===== src/rtl/note_pkg.sv =====
// rtl/note_pkg.sv - shared types and constants for the note event arbiter
package note_pkg;
    localparam int NUM_VOICES = 5;
    localparam int DUR_WIDTH  = 32;

    typedef logic [7:0]           note_t;
    typedef logic [DUR_WIDTH-1:0] dur_t;

    typedef struct packed {
        note_t      note;
        dur_t       dur;
        logic [2:0] voice;
        logic       tie;
    } note_event_t;

    // Tracker duration counters wrap to 0 after reaching this value
    localparam dur_t MAX_DURATION = dur_t'(159_999_999);
endpackage


===== src/rtl/note_event_arbiter_rr_arbiter.sv =====
// rtl/note_event_arbiter_rr_arbiter.sv - combinational round-robin grant over voice slots
module rr_arbiter #(
    parameter int N = note_pkg::NUM_VOICES
) (
    input  logic [N-1:0] req_i,
    input  logic [2:0]   ptr_i,
    output logic [N-1:0] grant_oh_o,
    output logic [2:0]   grant_idx_o,
    output logic         any_grant_o
);
    logic       hi_found;
    logic       lo_found;
    logic [2:0] hi_idx;
    logic [2:0] lo_idx;

    // Lowest request at or above the pointer wins; otherwise wrap to the lowest below it
    always_comb begin
        hi_found = 1'b0;
        lo_found = 1'b0;
        hi_idx   = '0;
        lo_idx   = '0;
        for (int i = 0; i < N; i++) begin
            if (req_i[i]) begin
                if (i >= int'(ptr_i)) begin
                    if (!hi_found) begin
                        hi_found = 1'b1;
                        hi_idx   = 3'(i);
                    end
                end else if (!lo_found) begin
                    lo_found = 1'b1;
                    lo_idx   = 3'(i);
                end
            end
        end
        any_grant_o = hi_found || lo_found;
        grant_idx_o = hi_found ? hi_idx : lo_idx;
        grant_oh_o  = '0;
        if (any_grant_o) grant_oh_o[grant_idx_o] = 1'b1;
    end
endmodule


===== src/rtl/note_event_arbiter.sv =====
// rtl/note_event_arbiter.sv - captures per-voice end/tie note events and round-robins them onto one stream
// Optional capture timestamp on timestamp_out when NOTE_ARB_TIMESTAMP_EN is defined.
module note_event_arbiter
    import note_pkg::*;
#(
    parameter int NUM_VOICES = note_pkg::NUM_VOICES,
    parameter int DUR_WIDTH  = note_pkg::DUR_WIDTH,
    parameter int OVF_WIDTH  = 8
) (
    input  logic                  clk_in,
    input  logic                  rst_in,
    input  logic [7:0]            notes_in     [NUM_VOICES-1:0],
    input  logic [DUR_WIDTH-1:0]  durations_in [NUM_VOICES-1:0],
    input  logic                  ready_in,
    output logic                  valid_out,
    output logic [7:0]            note_out,
    output logic [DUR_WIDTH-1:0]  duration_out,
    output logic [2:0]            voice_out,
    output logic                  tie_out,
    output logic [NUM_VOICES-1:0] pending_out,
    output logic [OVF_WIDTH-1:0]  overflow_count_out
`ifdef NOTE_ARB_TIMESTAMP_EN
    ,
    output logic [DUR_WIDTH-1:0]  timestamp_out
`endif
);
    note_t                 prev_note_q [NUM_VOICES-1:0];
    dur_t                  prev_dur_q  [NUM_VOICES-1:0];
    note_event_t           slot_q      [NUM_VOICES-1:0];
    note_event_t           slot_d      [NUM_VOICES-1:0];
    logic [NUM_VOICES-1:0] pend_q, pend_d;
    logic [NUM_VOICES-1:0] ev_end, ev_tie;
    note_event_t           out_q, out_d;
    logic                  valid_q, valid_d;
    logic [2:0]            ptr_q, ptr_d;
    logic [OVF_WIDTH-1:0]  ovf_q, ovf_d;

    logic [NUM_VOICES-1:0] grant_oh;
    logic [2:0]            grant_idx;
    logic                  any_grant;
    logic                  out_load;

`ifdef NOTE_ARB_TIMESTAMP_EN
    dur_t ts_cnt_q;
    dur_t slot_ts_q [NUM_VOICES-1:0];
    dur_t slot_ts_d [NUM_VOICES-1:0];
    dur_t out_ts_q, out_ts_d;
`endif

    rr_arbiter #(.N(NUM_VOICES)) u_rr (
        .req_i       (pend_q),
        .ptr_i       (ptr_q),
        .grant_oh_o  (grant_oh),
        .grant_idx_o (grant_idx),
        .any_grant_o (any_grant)
    );

    always_comb begin
        ev_end = '0;
        ev_tie = '0;
        for (int i = 0; i < NUM_VOICES; i++) begin
            if (prev_note_q[i] != 8'd0) begin
                if (notes_in[i] != prev_note_q[i])
                    ev_end[i] = 1'b1;
                else if (durations_in[i] == '0 && prev_dur_q[i] != '0)
                    ev_tie[i] = 1'b1;
            end
        end
    end

    assign out_load = !valid_q || ready_in;

    always_comb begin
        pend_d  = pend_q;
        slot_d  = slot_q;
        out_d   = out_q;
        valid_d = valid_q;
        ptr_d   = ptr_q;
        ovf_d   = ovf_q;
`ifdef NOTE_ARB_TIMESTAMP_EN
        slot_ts_d = slot_ts_q;
        out_ts_d  = out_ts_q;
`endif
        if (out_load) begin
            valid_d = any_grant;
            if (any_grant) begin
                out_d = slot_q[grant_idx];
`ifdef NOTE_ARB_TIMESTAMP_EN
                out_ts_d = slot_ts_q[grant_idx];
`endif
                pend_d = pend_q & ~grant_oh;
                ptr_d  = (grant_idx == 3'(NUM_VOICES - 1)) ? 3'd0 : grant_idx + 3'd1;
            end
        end
        // A slot freed by this edge's grant may accept a new event at the same edge
        for (int i = 0; i < NUM_VOICES; i++) begin
            if (ev_end[i] || ev_tie[i]) begin
                if (!pend_d[i]) begin
                    pend_d[i] = 1'b1;
                    slot_d[i] = '{note: prev_note_q[i], dur: prev_dur_q[i],
                                  voice: 3'(i), tie: ev_tie[i]};
`ifdef NOTE_ARB_TIMESTAMP_EN
                    slot_ts_d[i] = ts_cnt_q;
`endif
                end else if (ovf_d != '1) begin
                    ovf_d = ovf_d + 1'b1;
                end
            end
        end
    end

    always_ff @(posedge clk_in) begin
        if (rst_in) begin
            for (int i = 0; i < NUM_VOICES; i++) begin
                prev_note_q[i] <= '0;
                prev_dur_q[i]  <= '0;
                slot_q[i]      <= '0;
            end
            pend_q  <= '0;
            out_q   <= '0;
            valid_q <= 1'b0;
            ptr_q   <= '0;
            ovf_q   <= '0;
        end else begin
            for (int i = 0; i < NUM_VOICES; i++) begin
                prev_note_q[i] <= notes_in[i];
                prev_dur_q[i]  <= durations_in[i];
                slot_q[i]      <= slot_d[i];
            end
            pend_q  <= pend_d;
            out_q   <= out_d;
            valid_q <= valid_d;
            ptr_q   <= ptr_d;
            ovf_q   <= ovf_d;
        end
    end

`ifdef NOTE_ARB_TIMESTAMP_EN
    always_ff @(posedge clk_in) begin
        if (rst_in) begin
            ts_cnt_q <= '0;
            out_ts_q <= '0;
            for (int i = 0; i < NUM_VOICES; i++) slot_ts_q[i] <= '0;
        end else begin
            ts_cnt_q <= ts_cnt_q + 1'b1;
            out_ts_q <= out_ts_d;
            for (int i = 0; i < NUM_VOICES; i++) slot_ts_q[i] <= slot_ts_d[i];
        end
    end

    assign timestamp_out = out_ts_q;
`endif

    assign valid_out          = valid_q;
    assign note_out           = out_q.note;
    assign duration_out       = out_q.dur;
    assign voice_out          = out_q.voice;
    assign tie_out            = out_q.tie;
    assign pending_out        = pend_q;
    assign overflow_count_out = ovf_q;
endmodule


===== config.mk =====
export PLATFORM = sky130hd
export DESIGN_NAME = note_event_arbiter
export DESIGN_NICKNAME = d
export VERILOG_FILES = /design/src/rtl/note_pkg.sv /design/src/rtl/note_event_arbiter_rr_arbiter.sv /design/src/rtl/note_event_arbiter.sv
export SDC_FILE = /design/constraint.sdc
export NUM_CORES = 1
export LEC_CHECK = 0
export BUFFER_PORTS_ARGS = -buffer_cell sky130_fd_sc_hd__buf_4
export CORE_MARGIN = 2
export CORE_UTILIZATION = 37
export DETAILED_ROUTE_END_ITERATION = 8
export PLACE_DENSITY_LB_ADDON = 0.2
export REMOVE_ABC_BUFFERS = 1
export SLEW_MARGIN = 0
export SYNTH_ARGS = -nofsm -noshare
export SYNTH_HDL_FRONTEND = slang
export SYNTH_HIERARCHICAL = 1
export SYNTH_SLANG_ARGS = --single-unit

===== constraint.sdc =====
create_clock -name clk_in -period 18.2 [get_ports clk_in]
set_clock_uncertainty 0.1 [all_clocks]
set_input_delay 3.64 -clock clk_in [delete_from_list [all_inputs] [get_ports clk_in]]
set_output_delay 3.64 -clock clk_in [all_outputs]
set_load 0.005 [all_outputs]

==> results of run 1 <==
flip-flops by register name (all words and copies together) (netlist names):
name                cells
valid_out               1
prev_dur_q            160
pending_out             5
duration_out           32
slot_q                209
ptr_q                   3
tie_out                 1
overflow_count_out      8
voice_out               3
note_out                8
prev_note_q            40
cells in the final DEF (no fill, tap or decap), types with 21 or more instances in the layout:
cell / instances
nor2_1: 199
nand2_1: 168
clkbuf_16: 52
nor2b_1: 203
buf_4: 273
nand3_1: 21
nand4_1: 23
mux2i_1: 171
a22oi_1: 42
nor4_1: 100
dfxtp_1: 470
a21oi_1: 116
xor2_1: 37
mux4_2: 41
routing by layer:
metal | track usage | vias to the layer above | part of all wire
met2 | 0.3371 | 466 | 0.44
met1 | 0.3233 | 7392 | 0.48
met4 | 0.05569 | 0 | 0.017
li1 | - | 7258 | -
met3 | 0.03954 | 67 | 0.062
met5 | 0 | - | 0
metrics by stage:
step	total power, mW	instances	hold WS (ns)	area (sq um)	utilization
after global routing	3.074	2867	0.3512	23490	0.4579
after detailed placement	1.879	2775	0.3433	21720	0.4233
after floorplan	1.634	1821	0.3188	18740	-
final	2.943	2867	0.3439	23490	0.4579
after CTS	2.962	2864	0.3412	23490	0.4578
after global placement	1.871	2775	0.3338	21720	0.4233
worst max-delay path: cells and delay by family:
family | cells | cell delay (ns)
adders and majority gates | 3 | 0.85
and+or+nand+nor | 5 | 1.67
xor gates and xnor gates | 3 | 0.84
buffers and inverters | 2 | 0.22
AOI/OAI and AO/OA | 8 | 2.67
muxes | 1 | 0.28
cells by family (layout without fill, tap and decap cells):
family / after synthesis / count (layout)
flip-flops: 470 / 470
buffers and inverters: 130 / 382
adder cells (fa/ha/maj): 7 / 7
XOR/XNOR: 53 / 53
AND/OR/NAND/NOR: 789 / 789
other: 0 / 3
multiplexers: 219 / 219
AO/OA/AOI/OAI: 264 / 264
layout make-up:
class,instances,area [sq um]
antenna,3,7.507
clock buffer,75,1548
clock inverter,14,220.2
fill,4870,27810
inverter,19,71.32
multi-input combinational,1332,9321
sequential,470,9409
tap,680,850.8
timing repair buffer,274,2064
power by group:
part | switching (mW) | total, mW | leakage, nW | internal (mW)
registers | 0.0685 | 1.18 | 3.87 | 1.11
clock network | 0.425 | 1.08 | 0.877 | 0.656
logic | 0.399 | 0.686 | 4.73 | 0.287
total | 0.893 | 2.94 | 9.48 | 2.05
worst max-delay path by stage:
stage          cells after the start               endpoint  slack (ns)
6_report                          22  overflow_count_out[0]        8.33
5_1_grt                           26  overflow_count_out[2]        7.75
4_1_cts                           26  overflow_count_out[0]        8.49
3_5_place_dp                      26  overflow_count_out[0]        7.87
3_3_place_gp                      22  overflow_count_out[0]        7.97
2_1_floorplan                     24  overflow_count_out[1]        9.21
==> flow_summary.yaml, run 1 <==
timing:
  fin_tns_setup_ns: 0
  rsz0062_at_grt: "false"
  layout_min_cycle_time_ns: 9.875
  slew_headroom: 0.2920
  timing.final.ws_setup_ns: 8.325
  finalSetupViolCount: 0
  drv_slew: 0
  final_hold_viol_count: 0
  worst_pin_slew_ns: 1.052
  fin_crit_sh: 0.5426
  max_freq_mhz: 101.3
min_path:
  hold_end: "duration_out[18]"
  min-delay-start: "slot_q[198]"
  worstHoldPathCells: 2
  hold_path_class: "reg -> reg"
routing:
  ant_nets: 0
  vias: 15183
  routedWlPerCell_um: 21.20
  wirelength_mm: 60.77
  detail_route.iter0.violations: 1347
  drtPass1Iterations: 5
  viasPerCell: 5.296
  drc: 0
synth:
  synth_compound_area_frac: 0.09589
  ys_ff_latch: 470
  synth_warnings: 6
  synth_top_family_by_area: "simple AND/OR/NAND/NOR gates"
  ys_top_cells_by_area: "dfxtp_1 49%, mux2i_1 8.9%, nor2b_1 6.6%, mux4_2 4.8%, nor2_1 3.9%"
  synth_edf_count: 0
  syn_area_sq_um: 19190
  synth_top_cell_area_share: 0.4902
  ys.flop_type: "dfxtp_1"
  synth_cell_types: 89
  yosys.area.top_type: "dfxtp_1"
  synth-seq-area-share: 0.4902
  synth_xor_area_frac: 0.02595
  synthMuxAreaShare: 0.1418
  async_flop_share: 0
  synth_fa_ha_area_frac: 0.004563
  synthSimpleGateAreaFrac: 0.2143
  synth_common_cells: "470 x dfxtp_1, 203 x nor2b_1, 201 x nor2_1"
  post-synth-top-count-cell: "dfxtp_1"
  postSynthCellCount: 1932
  syn_area_per_cell_sq_um: 9.934
power_and_ir_drop:
  powerDensity_nw_per_um2: 125.3
  leakage_nw: 9.484
  ir_drop_mv: 0.07313
critical_path:
  cp.arrival_ns: 10.21
  crit_required_ns: 18.54
  r2r-start: "ptr_q[2]"
  end_kind: "flop"
  crit_fanout: 8
  crit_path_cell_trace: "buf_4, nor4_1, nand4_1, a211oi_1, o21ai_1, a21oi_1, xor2_1, ha_1, a311oi_1, a31oi_1, xor2_1, inv_1, ha_1, o311a_1, a21boi_1, xnor2_1, ha_1, nand2b_1, mux2_4, nor4b_4, or3_1, a21oi_1"
  critPathLaunchType: "input port"
  setup.worst_path.start: "durations_in[59]"
  cp_slowest_cell: "nor4_1"
  r2r_end: "overflow_count_out[0]"
  r2r_slack_ns: 10.25
  max_stage_delay_ns: 0.85
  crit_type: "in -> reg"
  critPathMostFrequentCell: "ha_1"
  r2r_cells: 29
cts:
  cts.path.max_buffers: 3
  cts_tree: "built"
  cts.repair.resized: 0
  cts-root-buf: "clkbuf_16"
  cts-hold-fix-buffers: 0
  clock_latency_ns: 0.60
  cts_made_buffers: 50
  clk_pin_slew_ns: 0.06
  cts.htree.levels: 2
  cts.sinks: 470
  cts_setup_buffers: 0
grt:
  grt_pass1_wl_mm: 90.84
  grt_max_degree: 126
  antenna_found_initial: 4
  grt-ovfl-total: 0
  grtUsageTotal: 0.2216
  grt_pass1_vias: 14618
placed_design:
  place_ws_ns: 7.873
  place_hpwl_mm: 44.93
  gp_congestion: 0.8533
  portBuffers: 260
final_layout:
  drive_gt1_frac: 0.2074
  area_delta_synth_final_pct: 22.40
  fin_nets: 2357
die:
  io_pins: 261
  die-area_sq_um: 53710
  initial_utilization: 0.3741
  die-height_um: 231.8
  rows: 83
  die_w_um: 231.8
  coreArea_sq_um: 51300
outcome:
  status: "finished, final reports clean"
job:
  cap_violations: 0
(Power assumes the default switching activity.)
==> run 2, diff against run 1 <==
==> constraint.sdc (replaced) <==
create_clock -name clk_in -period 8.9 [get_ports clk_in]
set_clock_uncertainty 0.1 [all_clocks]
set_input_delay 1.78 -clock clk_in [delete_from_list [all_inputs] [get_ports clk_in]]
set_output_delay 1.78 -clock clk_in [all_outputs]
set_load 0.005 [all_outputs]
==> run 2 against run 1 <==
  * Global-route usage down 0.19 points
  * Cell count up 0.24%
  * Non-clock buffer count up 4
  * Worst setup slack worse by 7.1 ns
  * Register-to-register slack worse by 9.0 ns
  * Largest cell class unchanged
  * Highest routed layer unchanged
==> flow_summary.yaml, run 2 (same netlist as run 1, synthesis figures left out) <==
timing:
  max_freq_mhz: 130.1
  finalSetupViolCount: 0
  slew_headroom: 0.3413
  drv_slew: 0
  layout_min_cycle_time_ns: 7.688
  worst_pin_slew_ns: 0.9880
  fin_tns_setup_ns: 0
  fin_crit_sh: 0.8638
  timing.final.ws_setup_ns: 1.212
  rsz0062_at_grt: "false"
  final_hold_viol_count: 0
critical_path:
  end_kind: "flop"
  critPathLaunchType: "flop"
  cp.arrival_ns: 8.02
  crit_required_ns: 9.23
  cp_slowest_cell: "buf_4"
  crit_fanout: 48
  critPathTopFamily: "compound AO/OA/AOI/OAI gates"
  cp.buffers_inverters: 3
  crit_type: "reg -> reg"
  max_stage_delay_ns: 0.78
power_and_ir_drop:
  clkPwrFrac: 0.356
  p_int_mw: 4.077
  finalPower_mw: 5.896
  powerDensity_nw_per_um2: 251.6
  p_seq_frac: 0.409
  p_sw_mw: 1.819
  ir_drop_mv: 0.1259
  combinationalPowerShare: 0.236
  leakage_nw: 9.456
  swShare: 0.3085
final_layout:
  final_cells: 2874
  regMostFlops: "slot_q"
  drive_gt1_frac: 0.2077
  largest_reg_flops: 209
  most-common-layout-cells: "470 x dfxtp_1, 277 x buf_4, 203 x nor2b_1, 199 x nor2_1, 171 x mux2i_1"
  top_regs: "slot_q x209, prev_dur_q x160, prev_note_q x40"
  design_area_sq_um: 23430
  fin_nets: 2361
  area_delta_synth_final_pct: 22.09
  final_common_cell: "dfxtp_1"
routing:
  ant_nets: 0
  wirelength_mm: 59.86
  vias: 15209
  detail_route.iter0.violations: 1187
  drc: 0
  viasPerCell: 5.292
  routedWlPerCell_um: 20.83
  drtPass1Iterations: 5
outcome:
  status: "finished, final reports clean"
min_path:
  hold_path_class: "reg -> reg"
cts:
  cts.htree.levels: 2
  clock_latency_ns: 0.60
  cts-hold-fix-buffers: 0
  clk_pin_slew_ns: 0.06
  cts.repair.resized: 0
  cts.path.max_buffers: 3
  cts_setup_buffers: 0
  cts.sinks: 470
  cts-root-buf: "clkbuf_16"
  cts_made_buffers: 50
  cts_tree: "built"
placed_design:
  dp_cells: 2779
  portBuffers: 260
  gp_congestion: 0.8643
  placed_area_sq_um: 21750
  place_hpwl_mm: 44.42
  place_ws_ns: 0.6341
die:
  io_pins: 261
  initial_utilization: 0.3741
  die-height_um: 231.8
  rows: 83
  die_w_um: 231.8
  die-area_sq_um: 53710
  coreArea_sq_um: 51300
grt:
  grt-ovfl-total: 0
  grt_pass1_wl_mm: 90.67
  grtUsageTotal: 0.2198
  grt_pass1_vias: 14994
  antenna_found_initial: 5
  grt_max_degree: 136
job:
  cap_violations: 0
==> run 2: cell count changes in the layout (fill, tap and decap cells not counted), sizes merged <==
cell      delta
clkbuf       +2
buf          +4
inv          +3
clkinvlp     +1
bufinv       -3
==> run 2: layout make-up <==
type	instances	area (sq um)
Antenna cell	3	7.507
Inverter	19	71.32
Multi-Input combinational cell	1332	9321
Tap cell	680	850.8
Clock inverter	15	175.2
Sequential cell	470	9409
Fill cell	4898	27870
Timing Repair Buffer	278	2095
Clock buffer	77	1503
==> run 2: metal layers <==
layer  vias to the layer above  wire, um  track usage
met5                         -         0            0
met4                         0      1523      0.06170
met3                        78      3321      0.03635
met2                       474     26120       0.3345
met1                      7386     28890       0.3197
li1                       7271         -            -
==> run 2: final timing paths <==
path	slack (ns)	to	from	cells past startpoint
worst max-delay path	1.21	overflow_count_out[0]	ptr_q[2]	26
worst min-delay path	0.34	duration_out[22]	slot_q[202]	2
worst max register to register	1.21	overflow_count_out[0]	ptr_q[2]	26
worst min register to register	0.34	duration_out[22]	slot_q[202]	2
==> run 2: worst reg2reg max path, cell delays in order, from the launching register on <==
cell and delay, ns:
dfxtp_1 0.59, o21ai_1 0.20, a221o_1 0.43, o32ai_4 0.16, buf_4 0.78, a21boi_1 0.26
inv_1 0.08, o31ai_1 0.42, a21oi_1 0.20, o21ai_1 0.45, a31oi_1 0.20, and3_1 0.27
o2bb2ai_1 0.31, a311oi_1 0.14, a31oi_1 0.33, xor2_1 0.30, inv_1 0.08, ha_1 0.23
o311a_1 0.19, a21boi_1 0.34, xnor2_1 0.21, ha_1 0.29, nand2_1 0.07, mux2_4 0.30
nor4b_4 0.39, or3_1 0.16, a21oi_1 0.06
==> run 2: power by group through the flow <==
stage	Clock, mW	Combinational [mW]	Sequential [mW]
floorplan	0	0.954	2.39
global placement	0	1.38	2.45
detailed placement	0	1.38	2.45
CTS	2.15	1.39	2.41
global route	2.23	1.52	2.42
finish	2.10	1.39	2.41
==> run 2: stage by stage <==
stage	util	hold slack, ns
floorplan	-	0.3188
global placement	0.4239	0.3362
detailed placement	0.4239	0.3437
CTS	0.4566	0.3257
global route	0.4568	0.3651
finish	0.4568	0.3369
==> run 3, diff against run 2 <==
--- a/config.mk
+++ b/config.mk
@@ -6,7 +6,7 @@
 export NUM_CORES = 1
 export LEC_CHECK = 0
 export BUFFER_PORTS_ARGS = -buffer_cell sky130_fd_sc_hd__buf_4
-export CORE_MARGIN = 2
+export CORE_MARGIN = 1.5
 export CORE_UTILIZATION = 37
 export DETAILED_ROUTE_END_ITERATION = 8
 export PLACE_DENSITY_LB_ADDON = 0.2
==> run 3 against run 2 <==
  * Non-clock buffer count decreased by 2
  * Worst setup slack worse by 0.074 ns
  * Register-to-register slack improved by 0.14 ns
  * Worst hold slack gained 0.011 ns
  * Cell area down 0.16%
  * Highest routed layer is now met5
  * Clock power about the same
  * Largest power group unchanged
  * Flip-flop and latch count stayed put
  * Core utilization shrank 0.073 points
  * Maximum frequency is 0.95% lower
  * Combinational power hardly changed
==> flow_summary.yaml, run 3 (same netlist as run 1, synthesis figures left out) <==
cts:
  cts.repair.resized: 0
  cts-hold-fix-buffers: 0
  cts_setup_buffers: 0
  cts_tree: "built"
  cts.htree.levels: 2
  cts_made_buffers: 50
  cts.sinks: 470
  clock_latency_ns: 0.61
  cts-root-buf: "clkbuf_16"
  cts.path.max_buffers: 3
  clk_pin_slew_ns: 0.07
die:
  die-area_sq_um: 53250
  rows: 83
  coreArea_sq_um: 51300
  die_w_um: 230.8
  io_pins: 261
  initial_utilization: 0.3741
  die-height_um: 230.8
timing:
  layout_min_cycle_time_ns: 7.762
  fin_hold_ws_ns: 0.3479
  worst_pin_slew_ns: 1.043
  fin_crit_sh: 0.8721
  drv_slew: 0
  fin_tns_setup_ns: 0
  timing.final.ws_setup_ns: 1.138
  rsz0062_at_grt: "false"
  slew_headroom: 0.3049
  final_hold_viol_count: 0
  max_freq_mhz: 128.8
  finalSetupViolCount: 0
placed_design:
  place_ws_ns: 0.4784
  dp_cells: 2777
  portBuffers: 260
  place_hpwl_mm: 44.25
  gp_congestion: 0.8589
grt:
  grt_max_degree: 144
  grt_pass1_wl_mm: 90.12
  grt-ovfl-total: 0
  grt_pass1_vias: 14670
  antenna_found_initial: 2
  grtUsageTotal: 0.2202
power_and_ir_drop:
  leakage_nw: 9.430
  powerDensity_nw_per_um2: 250.9
  ir_drop_mv: 0.1497
routing:
  wirelength_mm: 59.85
  detail_route.iter0.violations: 1196
  drtPass1Iterations: 5
  ant_nets: 0
  viasPerCell: 5.250
  vias: 15061
  routedWlPerCell_um: 20.86
  drc: 0
critical_path:
  critPathTopFamily: "compound AO/OA/AOI/OAI gates"
  crit_required_ns: 9.25
  critPathLaunchType: "input port"
  cp.buffers_inverters: 2
  cp_num_cells: 25
  critPathMostFrequentCell: "ha_1"
  max_stage_delay_ns: 0.48
  cp_slowest_cell: "nor4_1"
  end_kind: "flop"
  crit_type: "in -> reg"
  crit_fanout: 7
  cp.arrival_ns: 8.11
  r2r_cells: 26
final_layout:
  regMostFlops: "slot_q"
  top_regs: "slot_q x209, prev_dur_q x160, prev_note_q x40"
  final_cells: 2869
  largest_reg_flops: 209
  drive_gt1_frac: 0.2066
  final_common_cell: "dfxtp_1"
  fin_nets: 2359
  most-common-layout-cells: "470 x dfxtp_1, 274 x buf_4, 203 x nor2b_1, 199 x nor2_1, 171 x mux2i_1"
  area_delta_synth_final_pct: 21.89
outcome:
  status: "finished, final reports clean"
min_path:
  worstHoldPathCells: 2
  hold_path_class: "reg -> reg"
job:
  cap_violations: 0
## run 3: changes by cell type in the layout (fill, tap and decap cells not counted), sizes merged
cell / change
inv: -2
clkinvlp: +1
clkbuf: -4
buf: -2
clkinv: +4
diode: -2
## run 3: area by class of cell
class                   instances  area (sq um)
repair buffers                276          2092
diodes                          1         2.502
multi-input cells            1332          9321
well taps                     680         850.8
inverters                      19         71.32
flip-flops and latches        470          9409
fillers                      4925         27910
clock inverters                18         200.2
clock buffers                  73          1448
## run 3: metrics by stage
stage / power [mW] / util / instance area (sq um)
finish: 5.869 / 0.4560 / 23390
global route: 6.136 / 0.4560 / 23390
CTS: 5.906 / 0.4560 / 23390
detailed placement: 3.834 / 0.4239 / 21740
global placement: 3.816 / 0.4239 / 21740
floorplan: 3.342 / - / 18740
## run 3: per-layer routing
| metal | GRT usage | share of wire | vias to the layer above | wire length, um |
|---|---|---|---|---|
| met5 | 0 | 0.00022 | - | 13 |
| met1 | 0.3231 | 0.49 | 7282 | 29260 |
| li1 | - | - | 7256 | - |
| met4 | 0.05801 | 0.022 | 2 | 1294 |
| met3 | 0.03706 | 0.057 | 84 | 3434 |
| met2 | 0.3321 | 0.43 | 437 | 25840 |
## run 3: worst paths after layout
check | start | endpoint | slack, ns
min | slot_q[188] | duration_out[8] | 0.35
max reg2reg | ptr_q[2] | overflow_count_out[0] | 1.35
min reg2reg | slot_q[188] | duration_out[8] | 0.35
max | durations_in[0] | overflow_count_out[0] | 1.14
## run 3: worst register-to-register path, stage by stage, from the launching register on
cell,delay [ns]
dfxtp_1,0.59
o21ai_1,0.20
a221o_1,0.43
o32ai_4,0.16
buf_4,0.79
a21boi_1,0.26
inv_1,0.05
o31ai_1,0.39
a21oi_1,0.13
o21ai_1,0.43
a31oi_1,0.20
and3_1,0.26
o2bb2ai_1,0.31
a311oi_1,0.14
a31oi_1,0.38
xor2_1,0.32
inv_1,0.08
ha_1,0.24
o311a_1,0.20
a21boi_1,0.32
xnor2_1,0.21
ha_1,0.29
nand2_1,0.08
mux2_4,0.30
nor4b_4,0.36
or3_1,0.16
a21oi_1,0.05
## run 3: power breakdown
group	total (mW)	internal [mW]	switching, mW
Clock	2.08	1.19	0.883
Combinational	1.39	0.587	0.799
Sequential	2.41	2.26	0.144
